**config.mk**
```make
export PLATFORM = sky130hd
export DESIGN_NAME = omux_ft_writer
export DESIGN_NICKNAME = d
export VERILOG_FILES = /design/src/rtl/ft_pkg.sv /design/src/rtl/omux_rr_arbiter.sv /design/src/rtl/omux_ft_writer.sv
export SDC_FILE = /design/constraint.sdc
export NUM_CORES = 1
export LEC_CHECK = 0
export ABC_CLOCK_PERIOD_IN_PS = 1700
export CAP_MARGIN = 20
export CORE_MARGIN = 1.5
export CORE_UTILIZATION = 42
export DETAILED_ROUTE_END_ITERATION = 10
export PLACE_DENSITY = 0.83
export SKIP_CTS_REPAIR_TIMING = 1
export SLEW_MARGIN = 20
export SYNTH_ARGS = -nofsm -noshare
export SYNTH_HDL_FRONTEND = slang
export SYNTH_SLANG_ARGS = --single-unit
```
**constraint.sdc**
```tcl
create_clock -name clk_i -period 1.7 [get_ports clk_i]
set_clock_uncertainty 0.15 [all_clocks]
set_input_delay 0.255 -clock clk_i [delete_from_list [all_inputs] [get_ports clk_i]]
set_output_delay 0.255 -clock clk_i [all_outputs]
set_load 0.05 [all_outputs]
```
**src/rtl/ft_pkg.sv**
```systemverilog
// Shared types and default timing for the omux -> FT2232 FIFO write path.
// State encoding, byte width and the index-width helper live here.
package ft_pkg;

  localparam int BYTE_W          = 8;
  localparam int CNT_W           = 8;
  localparam int SI_W            = 16;

  localparam int DEF_SRC_COUNT   = 2;
  localparam int DEF_SETUP_CYC   = 1;
  localparam int DEF_WR_CYC      = 2;
  localparam int DEF_RECOVER_CYC = 4;
  localparam int DEF_SI_IDLE     = 64;

  typedef enum logic [1:0] {
    ST_IDLE,
    ST_SETUP,
    ST_STROBE,
    ST_RECOVER
  } ft_state_e;

  // A single producer still needs a 1-bit index.
  function automatic int idx_width(input int n);
    return (n > 1) ? $clog2(n) : 1;
  endfunction

endpackage

```
**src/rtl/omux_rr_arbiter.sv**
```systemverilog
// Round-robin grant among producers with record lock: a locked requester wins,
// otherwise the lowest-index requester at or after the pointer.
module omux_rr_arbiter
  import ft_pkg::*;
#(
  parameter int N  = DEF_SRC_COUNT,
  parameter int IW = idx_width(N)
) (
  input  logic [N-1:0]  req_i,
  input  logic          lock_i,
  input  logic [IW-1:0] lock_idx_i,
  input  logic [IW-1:0] ptr_i,
  output logic [N-1:0]  grant_o,
  output logic [IW-1:0] idx_o,
  output logic          valid_o
);

  int j;

  // NOTE: every output gets a default first so no path through the block infers a latch.
  always_comb begin
    grant_o = '0;
    idx_o   = '0;
    valid_o = 1'b0;
    j       = 0;
    if (lock_i && req_i[lock_idx_i]) begin
      grant_o[lock_idx_i] = 1'b1;
      idx_o               = lock_idx_i;
      valid_o             = 1'b1;
    end else begin
      for (int i = 0; i < N; i++) begin
        j = int'(ptr_i) + i;
        if (j >= N) j = j - N;
        if (!valid_o && req_i[IW'(j)]) begin
          grant_o[IW'(j)] = 1'b1;
          idx_o           = IW'(j);
          valid_o         = 1'b1;
        end
      end
    end
  end

endmodule

```
**src/rtl/omux_ft_writer.sv**
```systemverilog
// Pulls bytes from SRC_COUNT producers and writes them to the FT2232 FIFO (FT245 write).
// Optional send-immediate flush is enabled by defining OMUX_SI_FLUSH_EN.
module omux_ft_writer
  import ft_pkg::*;
#(
  parameter int SRC_COUNT   = DEF_SRC_COUNT,
  parameter int SETUP_CYC   = DEF_SETUP_CYC,
  parameter int WR_CYC      = DEF_WR_CYC,
  parameter int RECOVER_CYC = DEF_RECOVER_CYC,
  parameter int SI_IDLE     = DEF_SI_IDLE
) (
  input  logic                        clk_i,
  input  logic                        reset_i,
  input  logic [BYTE_W*SRC_COUNT-1:0] src_data_i,
  input  logic [SRC_COUNT-1:0]        src_req_i,
  output logic [SRC_COUNT-1:0]        src_sel_o,
  input  logic                        ntxe_i,
  input  logic                        rx_busy_i,
  output logic                        wr_o,
  output logic [BYTE_W-1:0]           d_o,
  output logic                        d_oe_o,
  output logic                        tx_busy_o,
  output logic                        si_o
);

  localparam int IW = idx_width(SRC_COUNT);

  if (SRC_COUNT < 1 || SRC_COUNT > 8 || SETUP_CYC < 1 || WR_CYC < 1 ||
      RECOVER_CYC < 3 || SI_IDLE < 1) begin : g_param_check
    $error("omux_ft_writer: parameter out of range");
  end

  ft_state_e        state_q, state_d;
  logic [CNT_W-1:0] cnt_q, cnt_d;
  logic [BYTE_W-1:0] data_q, data_d;
  logic [IW-1:0]    idx_q, idx_d;
  logic [IW-1:0]    ptr_q, ptr_d;
  logic             lock_q, lock_d;
  logic             ntxe_meta_q, ntxe_s_q;

  logic [SRC_COUNT-1:0] arb_grant;
  logic [IW-1:0]        arb_idx;
  logic                 arb_valid;
  logic [IW-1:0]        ptr_eff;
  logic                 start;
  logic                 rec_first;

  function automatic logic [IW-1:0] next_idx(input logic [IW-1:0] i);
    return (i == IW'(SRC_COUNT - 1)) ? '0 : i + 1'b1;
  endfunction

  // Sync flops reset to "no room" so nothing is written until the FIFO reports space.
  always_ff @(posedge clk_i or posedge reset_i) begin
    if (reset_i) begin
      ntxe_meta_q <= 1'b1;
      ntxe_s_q    <= 1'b1;
    end else begin
      ntxe_meta_q <= ntxe_i;
      ntxe_s_q    <= ntxe_meta_q;
    end
  end

  // A released lock hands priority to the source after the one that just finished.
  assign ptr_eff = lock_q ? next_idx(idx_q) : ptr_q;

  omux_rr_arbiter #(.N(SRC_COUNT), .IW(IW)) u_arb (
    .req_i      (src_req_i),
    .lock_i     (lock_q),
    .lock_idx_i (idx_q),
    .ptr_i      (ptr_eff),
    .grant_o    (arb_grant),
    .idx_o      (arb_idx),
    .valid_o    (arb_valid)
  );

  assign start     = (state_q == ST_IDLE) && arb_valid && !ntxe_s_q && !rx_busy_i;
  assign rec_first = (state_q == ST_RECOVER) && (cnt_q == '0);

  // NOTE: sequential state uses non-blocking assignments so every flop samples pre-edge values.
  always_ff @(posedge clk_i or posedge reset_i) begin
    if (reset_i) begin
      state_q <= ST_IDLE;
      cnt_q   <= '0;
      data_q  <= '0;
      idx_q   <= '0;
      ptr_q   <= '0;
      lock_q  <= 1'b0;
    end else begin
      state_q <= state_d;
      cnt_q   <= cnt_d;
      data_q  <= data_d;
      idx_q   <= idx_d;
      ptr_q   <= ptr_d;
      lock_q  <= lock_d;
    end
  end

  always_comb begin
    state_d = state_q;
    cnt_d   = cnt_q + 1'b1;
    unique case (state_q)
      ST_IDLE: begin
        cnt_d = '0;
        if (start) state_d = ST_SETUP;
      end
      ST_SETUP: begin
        if (cnt_q == CNT_W'(SETUP_CYC - 1)) begin
          state_d = ST_STROBE;
          cnt_d   = '0;
        end
      end
      ST_STROBE: begin
        if (cnt_q == CNT_W'(WR_CYC - 1)) begin
          state_d = ST_RECOVER;
          cnt_d   = '0;
        end
      end
      ST_RECOVER: begin
        if (cnt_q == CNT_W'(RECOVER_CYC - 1)) begin
          state_d = ST_IDLE;
          cnt_d   = '0;
        end
      end
      default: begin
        state_d = ST_IDLE;
        cnt_d   = '0;
      end
    endcase
  end

  always_comb begin
    data_d = data_q;
    idx_d  = idx_q;
    ptr_d  = ptr_q;
    lock_d = lock_q;
    if (state_q == ST_IDLE) begin
      if (lock_q && !src_req_i[idx_q]) begin
        lock_d = 1'b0;
        ptr_d  = ptr_eff;
      end
      if (start) begin
        lock_d = 1'b1;
        idx_d  = arb_idx;
        for (int k = 0; k < SRC_COUNT; k++) begin
          if (arb_grant[k]) data_d = src_data_i[k*BYTE_W +: BYTE_W];
        end
      end
    end
  end

  // The pad stays driven for the first recover cycle so the FT latches stable data on wr fall.
  always_comb begin
    wr_o      = (state_q == ST_STROBE);
    d_oe_o    = (state_q == ST_SETUP) || (state_q == ST_STROBE) || rec_first;
    tx_busy_o = (state_q != ST_IDLE);
    d_o       = data_q;
    src_sel_o = '0;
    for (int k = 0; k < SRC_COUNT; k++) begin
      src_sel_o[k] = rec_first && (idx_q == IW'(k));
    end
  end

`ifdef OMUX_SI_FLUSH_EN
  logic [SI_W-1:0] idle_cnt_q, idle_cnt_d;
  logic            pend_q, pend_d;
  logic            si_q, si_d;
  logic            quiet;

  assign quiet = (state_q == ST_IDLE) && !(|src_req_i);

  always_ff @(posedge clk_i or posedge reset_i) begin
    if (reset_i) begin
      idle_cnt_q <= '0;
      pend_q     <= 1'b0;
      si_q       <= 1'b0;
    end else begin
      idle_cnt_q <= idle_cnt_d;
      pend_q     <= pend_d;
      si_q       <= si_d;
    end
  end

  // Counter saturates so a flush held off by rx_busy fires as soon as the bus frees.
  always_comb begin
    idle_cnt_d = idle_cnt_q;
    pend_d     = pend_q;
    si_d       = 1'b0;
    if (|src_sel_o) begin
      idle_cnt_d = '0;
      pend_d     = 1'b1;
    end else if (!quiet) begin
      idle_cnt_d = '0;
    end else begin
      if (idle_cnt_q < SI_W'(SI_IDLE)) idle_cnt_d = idle_cnt_q + 1'b1;
      if (pend_q && !rx_busy_i && idle_cnt_q >= SI_W'(SI_IDLE - 1)) begin
        si_d   = 1'b1;
        pend_d = 1'b0;
      end
    end
  end

  assign si_o = si_q;
`else
  assign si_o = 1'b0;
`endif

endmodule

```
**After elaboration in Yosys (flattened, before gate mapping)**

Cells that the tools add are included.

- Bitwise operators: 3
- Add/subtract/negate cells: 5
- Reductions and logical operators: 28
- Magnitude comparators: 8
- Multiplexer cells: 41
- Equal/unequal tests: 9

Operator list:

| cell | count |
|---|---|
| $mux 8 | 5 |
| $pmux 8 s4 | 1 |
| $mux 1 | 23 |
| $mux 2 | 8 |
| $logic_and 1x1->1 | 12 |
| $add 8x1->8 const B | 1 |
| $eq 8x1->1 const B | 1 |
| $eq 8x2->1 const B | 1 |
| $logic_not 8->1 | 1 |
| $pmux 2 s4 | 1 |
| $lt 1x3->1 const B | 2 |
| $reduce_and 3->1 | 2 |
| $reduce_bool 2->1 | 3 |
| $eq 2x2->1 const B | 2 |
| $logic_not 1->1 | 4 |
| $ne 2x1->1 const B | 2 |
| $ne 2x2->1 const B | 2 |
| $reduce_and 2->1 | 2 |
| $reduce_and 4->1 | 1 |
| $demux 1 s1 | 3 |
| $ge 1x1->1 const B | 3 |
| $add 1x1->2 const B | 1 |
| $eq 2x1->1 const B | 1 |
| $ge 1x2->1 const B | 1 |
| other kinds (8) | 11 |

- Input port bits: 22
- Bits in registers: 23
- Logic and storage cells: 102
- Output and inout bits: 14

**Depth between registers and ports, before layout**

- Depth in word-level cells: 20
- Mapped depth: 6
- Depth with buffers taken out: 6

**By module**

A second synthesis with hierarchy kept.

- Cells, all modules: 118
- Area total of the unflattened synthesis: 1301.2 µm²

Modules (own cells, without submodules):

| module | times used | area an instance (µm²) | cells an instance | seq. area each (µm²) |
|---|---|---|---|---|
| omux_ft_writer | 1 | 1252.5 | 111 | 578.1 |
| omux_rr_arbiter | 1 | 48.8 | 7 | 0.0 |

**Worst setup path after synthesis**

OpenSTA, ideal clock, no wires.

- Path type: register -> register
- Start: register state_q[0]
- End: register state_q[1]
- Path buffers: 0
- Arrival: 1.724 ns
- Cell stages (with the launch flop): 7
- Slack: -0.299 ns
- Required time: 1.425 ns
- Period minus slack after synthesis: 1.999 ns
- Library setup time: 0.125 ns
- Cells stage by stage: dfrtp_1 -> inv_1 -> ha_1 -> nor3_1 -> a31oi_1 -> nor3_2 -> mux2_2

- Elaborated cells on any way between the ends: 13
- Classes of those cells: 7 x eq/ne; 1 x mux; 5 x reduce/logical

RTL lines:

| element | RTL line | source |
|---|---|---|
| from (decl) | omux_ft_writer.sv:33 | `ft_state_e state_q, state_d;` |
| from (signal assigned) | omux_ft_writer.sv:89 | `state_q <= state_d;` |
| $eq 2x2->1 * | -- |  |
| via wr_o | omux_ft_writer.sv:19 | `output logic wr_o,` |
| $ne 2x1->1 (no source line) | -- |  |
| $reduce_and 4->1 (no source line) | -- |  |

The timed path passes the listed nets; every way through them passes the cells marked *.
A chain may end at the register's enable or synchronous reset.

**Worst setup path in the final report**

- Start: register cnt_q[6]
- End: output src_sel_o[1]

- Longest elaborated chain between the ends: 3

RTL lines:

| element | RTL line | source |
|---|---|---|
| from (decl) | omux_ft_writer.sv:34 | `logic [CNT_W-1:0] cnt_q, cnt_d;` |
| from (signal assigned) | omux_ft_writer.sv:90 | `cnt_q <= cnt_d;` |
| $logic_not 8->1 | omux_ft_writer.sv:77 | `assign rec_first = (state_q == ST_RECOVER) && (cnt_q == '0);` |
| $logic_and 1x1->1 | omux_ft_writer.sv:77 |  |
| $logic_and 1x1->1 | omux_ft_writer.sv:159 | `src_sel_o[k] = rec_first && (idx_q == IW'(k));` |
| to (decl) | omux_ft_writer.sv:16 | `output logic [SRC_COUNT-1:0] src_sel_o,` |

Every way passes these cells.

==> flow_summary.json <==
{
  "status": "finished with violations",
  "violations": "DRC, setup timing",
  "clockRootBuffer": "clkbuf_4",
  "swShare_pct": 45.3,
  "dieArea_um2": 3360,
  "viasPerCell": 5.32,
  "syn-instance-count": 117,
  "hold_viol": 0,
  "gp_congestion": 0.820,
  "overflow": 0,
  "maxCapViolations": 0,
  "drive_above_1_share_pct": 45.8,
  "dp_slack_ns": -0.203,
  "ys_types": 29,
  "drtAntennaViolNets": 0,
  "antenna_found_initial": 0,
  "vias": 1106,
  "synth_nets": 147,
  "postSynthAreaPerCell_um2": 10.8,
  "firstDrtPassIters": 7,
  "async_reset_ff_share_pct": 100,
  "cts_tree": "built",
  "die_w_um": 57.9,
  "crit_type": "reg2out",
  "timing.rr.end": "state_q[0]",
  "drt_iter0_markers": 90,
  "track_usage_pct": 19.6,
  "htreeDepth": 1,
  "netlist_top_cells_count": "dfrtp_1 (21), mux2_2 (17), nor2_1 (15), inv_1 (11), ha_1 (8)",
  "grt_pass1_wl_mm": 4.91,
  "synth-seq-cells": 23,
  "cp-end-kind": "output port",
  "worst_slack_ns": -0.414,
  "clk_latency_ns": 0.33,
  "hpwl_mm": 2.28,
  "power_frac_clock_pct": 7.3,
  "io_pins": 36,
  "synth_area_leaders": "dfrtp_1 (41%), mux2_2 (15%), ha_1 (7.9%)",
  "diodes": 0,
  "synth_edf_count": 0,
  "grt_max_degree": 24,
  "p_leak_nw": 0.922,
  "drc": 3,
  "finalCritPeriodShare_pct": 124,
  "cts_made_buffers": 3,
  "num_rows": 19,
  "p_sw_mw": 1.68,
  "cts_sinks": 23,
  "die_y_um": 57.9,
  "cp-start-kind": "flip-flop",
  "p_int_mw": 2.03,
  "fin_crit_ns": 2.11,
  "report.final.slew_viol_count": 0,
  "area_delta_synth_final_pct": 58.3,
  "synth_top_area_share_pct": 41.5,
  "crit_arrival_ns": 1.71,
  "worstHoldPathType": "in2async",
  "io_buffers": 34,
  "setup-tns-final_ns": -2.13,
  "cts_buffer_depth": 2,
  "grt_pass1_vias": 1083,
  "syn_area_um2": 1270,
  "wl_per_cell_um": 15.5,
  "vdd_drop_max_uv": 1230,
  "setup_viol": 22,
  "synthFlopType": "dfrtp_1",
  "clock.fmax_mhz": 473,
  "worstPathMaxFanout": 3,
  "yosysSeqAreaShare_pct": 45.6,
  "reg2reg_from": "state_q[0]",
  "pwr-share-comb_pct": 69.0,
  "wl_mm": 3.22,
  "crit_start": "cnt_q[6]",
  "rrSetupSlack_ns": -0.13,
  "nets": 208,
  "yosysMostFrequentCell": "dfrtp_1",
  "rsz0062_at_grt": "yes",
  "p_per_area_nw_per_um2": 1850,
  "cp.required_ns": 1.29,
  "coreArea_um2": 2810,
  "crit_path_end": "src_sel_o[1]",
  "reg2reg_depth": 7,
  "yosysTopAreaCell": "dfrtp_1",
  "yosys_warnings": 0,
  "clk_pin_slew_ns": 0.13,
  "p_seq_share_pct": 23.7,
  "initial_core_util_pct": 45.2
}
kinds of logic after synthesis:
family	synth area share (%)
compound gates	7.01
xor+xnor	4.15
fa+ha+maj	7.90
buf+inv	4.24
flops	45.6
mux	15.9
other cells	0.296
simple gates	14.9
final cells by class:
class,count,area (µm²)
clock buffers,3,22.5
clock inverters,1,5.00
fillers,192,798
inverters,11,45.0
multi-input cells,81,723
flip-flops and latches,23,582
well taps,31,38.8
repair buffers,58,591
cell usage in the layout (no fill, tap or decap), types with 2 or more instances in the layout:
cell	netlist	final
buf_4	1	26
dfrtp_2	0	3
clkbuf_4	0	3
nand2b_1	3	3
nand2_1	5	4
and3_1	2	2
ha_1	8	5
ha_4	0	3
buf_6	0	4
nor2_2	0	2
clkdlybuf4s50_1	0	21
nand3_1	6	6
inv_1	11	8
o21ai_0	3	3
mux2_2	17	11
mux2_4	0	6
nor2_1	15	13
dfstp_2	2	2
buf_12	0	7
nor3_2	1	2
xor2_1	5	5
inv_2	0	2
dfrtp_1	21	18
how the worst min path moves through the flow:
stage | from | end | slack, ns | cells after the start
2_1_floorplan | reset_i | cnt_q[0] | 0.11 | 1
3_3_place_gp | ntxe_meta_q | ntxe_s_q | 0.20 | 0
3_5_place_dp | ntxe_meta_q | ntxe_s_q | 0.21 | 0
4_1_cts | reset_i | cnt_q[4] | 0.11 | 3
5_1_grt | reset_i | cnt_q[4] | 0.13 | 3
6_report | reset_i | cnt_q[4] | 0.1 | 3
critical path: stages (launching register included):
cell and delay [ns]:
dfrtp_2 0.46, nor4_4 0.29, nand4_1 0.25, nor2_2 0.22
buf_12 0.15
flip-flops by register name, indices dropped and copies added, names as in the netlist:
name,count
lock_q,1
ptr_q,1
idx_q,1
cnt_q,8
ntxe_s_q,1
state_q,2
d_o,8
ntxe_meta_q,1
per-stage QoR:
step | power [mW] | area (µm²) | cells | utilization [%] | hold slack (ns)
3_3_place_gp | 3.09 | 1850 | 198 | 65.9 | 0.204
4_1_cts | 3.44 | 1880 | 202 | 66.9 | 0.110
3_5_place_dp | 3.17 | 1850 | 198 | 65.9 | 0.207
5_1_grt | 3.91 | 2010 | 208 | 71.5 | 0.130
2_1_floorplan | 2.24 | 1310 | 117 | - | 0.105
6_report | 3.71 | 2010 | 208 | 71.5 | 0.0960
power groups by stage:
stage	registers, mW	logic, mW	clock network [mW]
6_report	0.878	2.56	0.271
5_1_grt	0.907	2.70	0.301
4_1_cts	0.871	2.29	0.277
3_5_place_dp	0.882	2.29	0
3_3_place_gp	0.867	2.23	0
2_1_floorplan	1.20	1.05	0
per-layer routing:
metal  wire length (µm)  part of all wire (%)  GRT usage (%)  vias to the layer above
li1                   -                     -              -                      514
met1               1290                    40           23.6                      558
met2               1750                    54           34.4                       29
met3                124                   3.9           3.57                        5
met4                 53                   1.6           7.97                        0
met5                  0                     0              0                        -
Power figures use the tool's default switching activity.
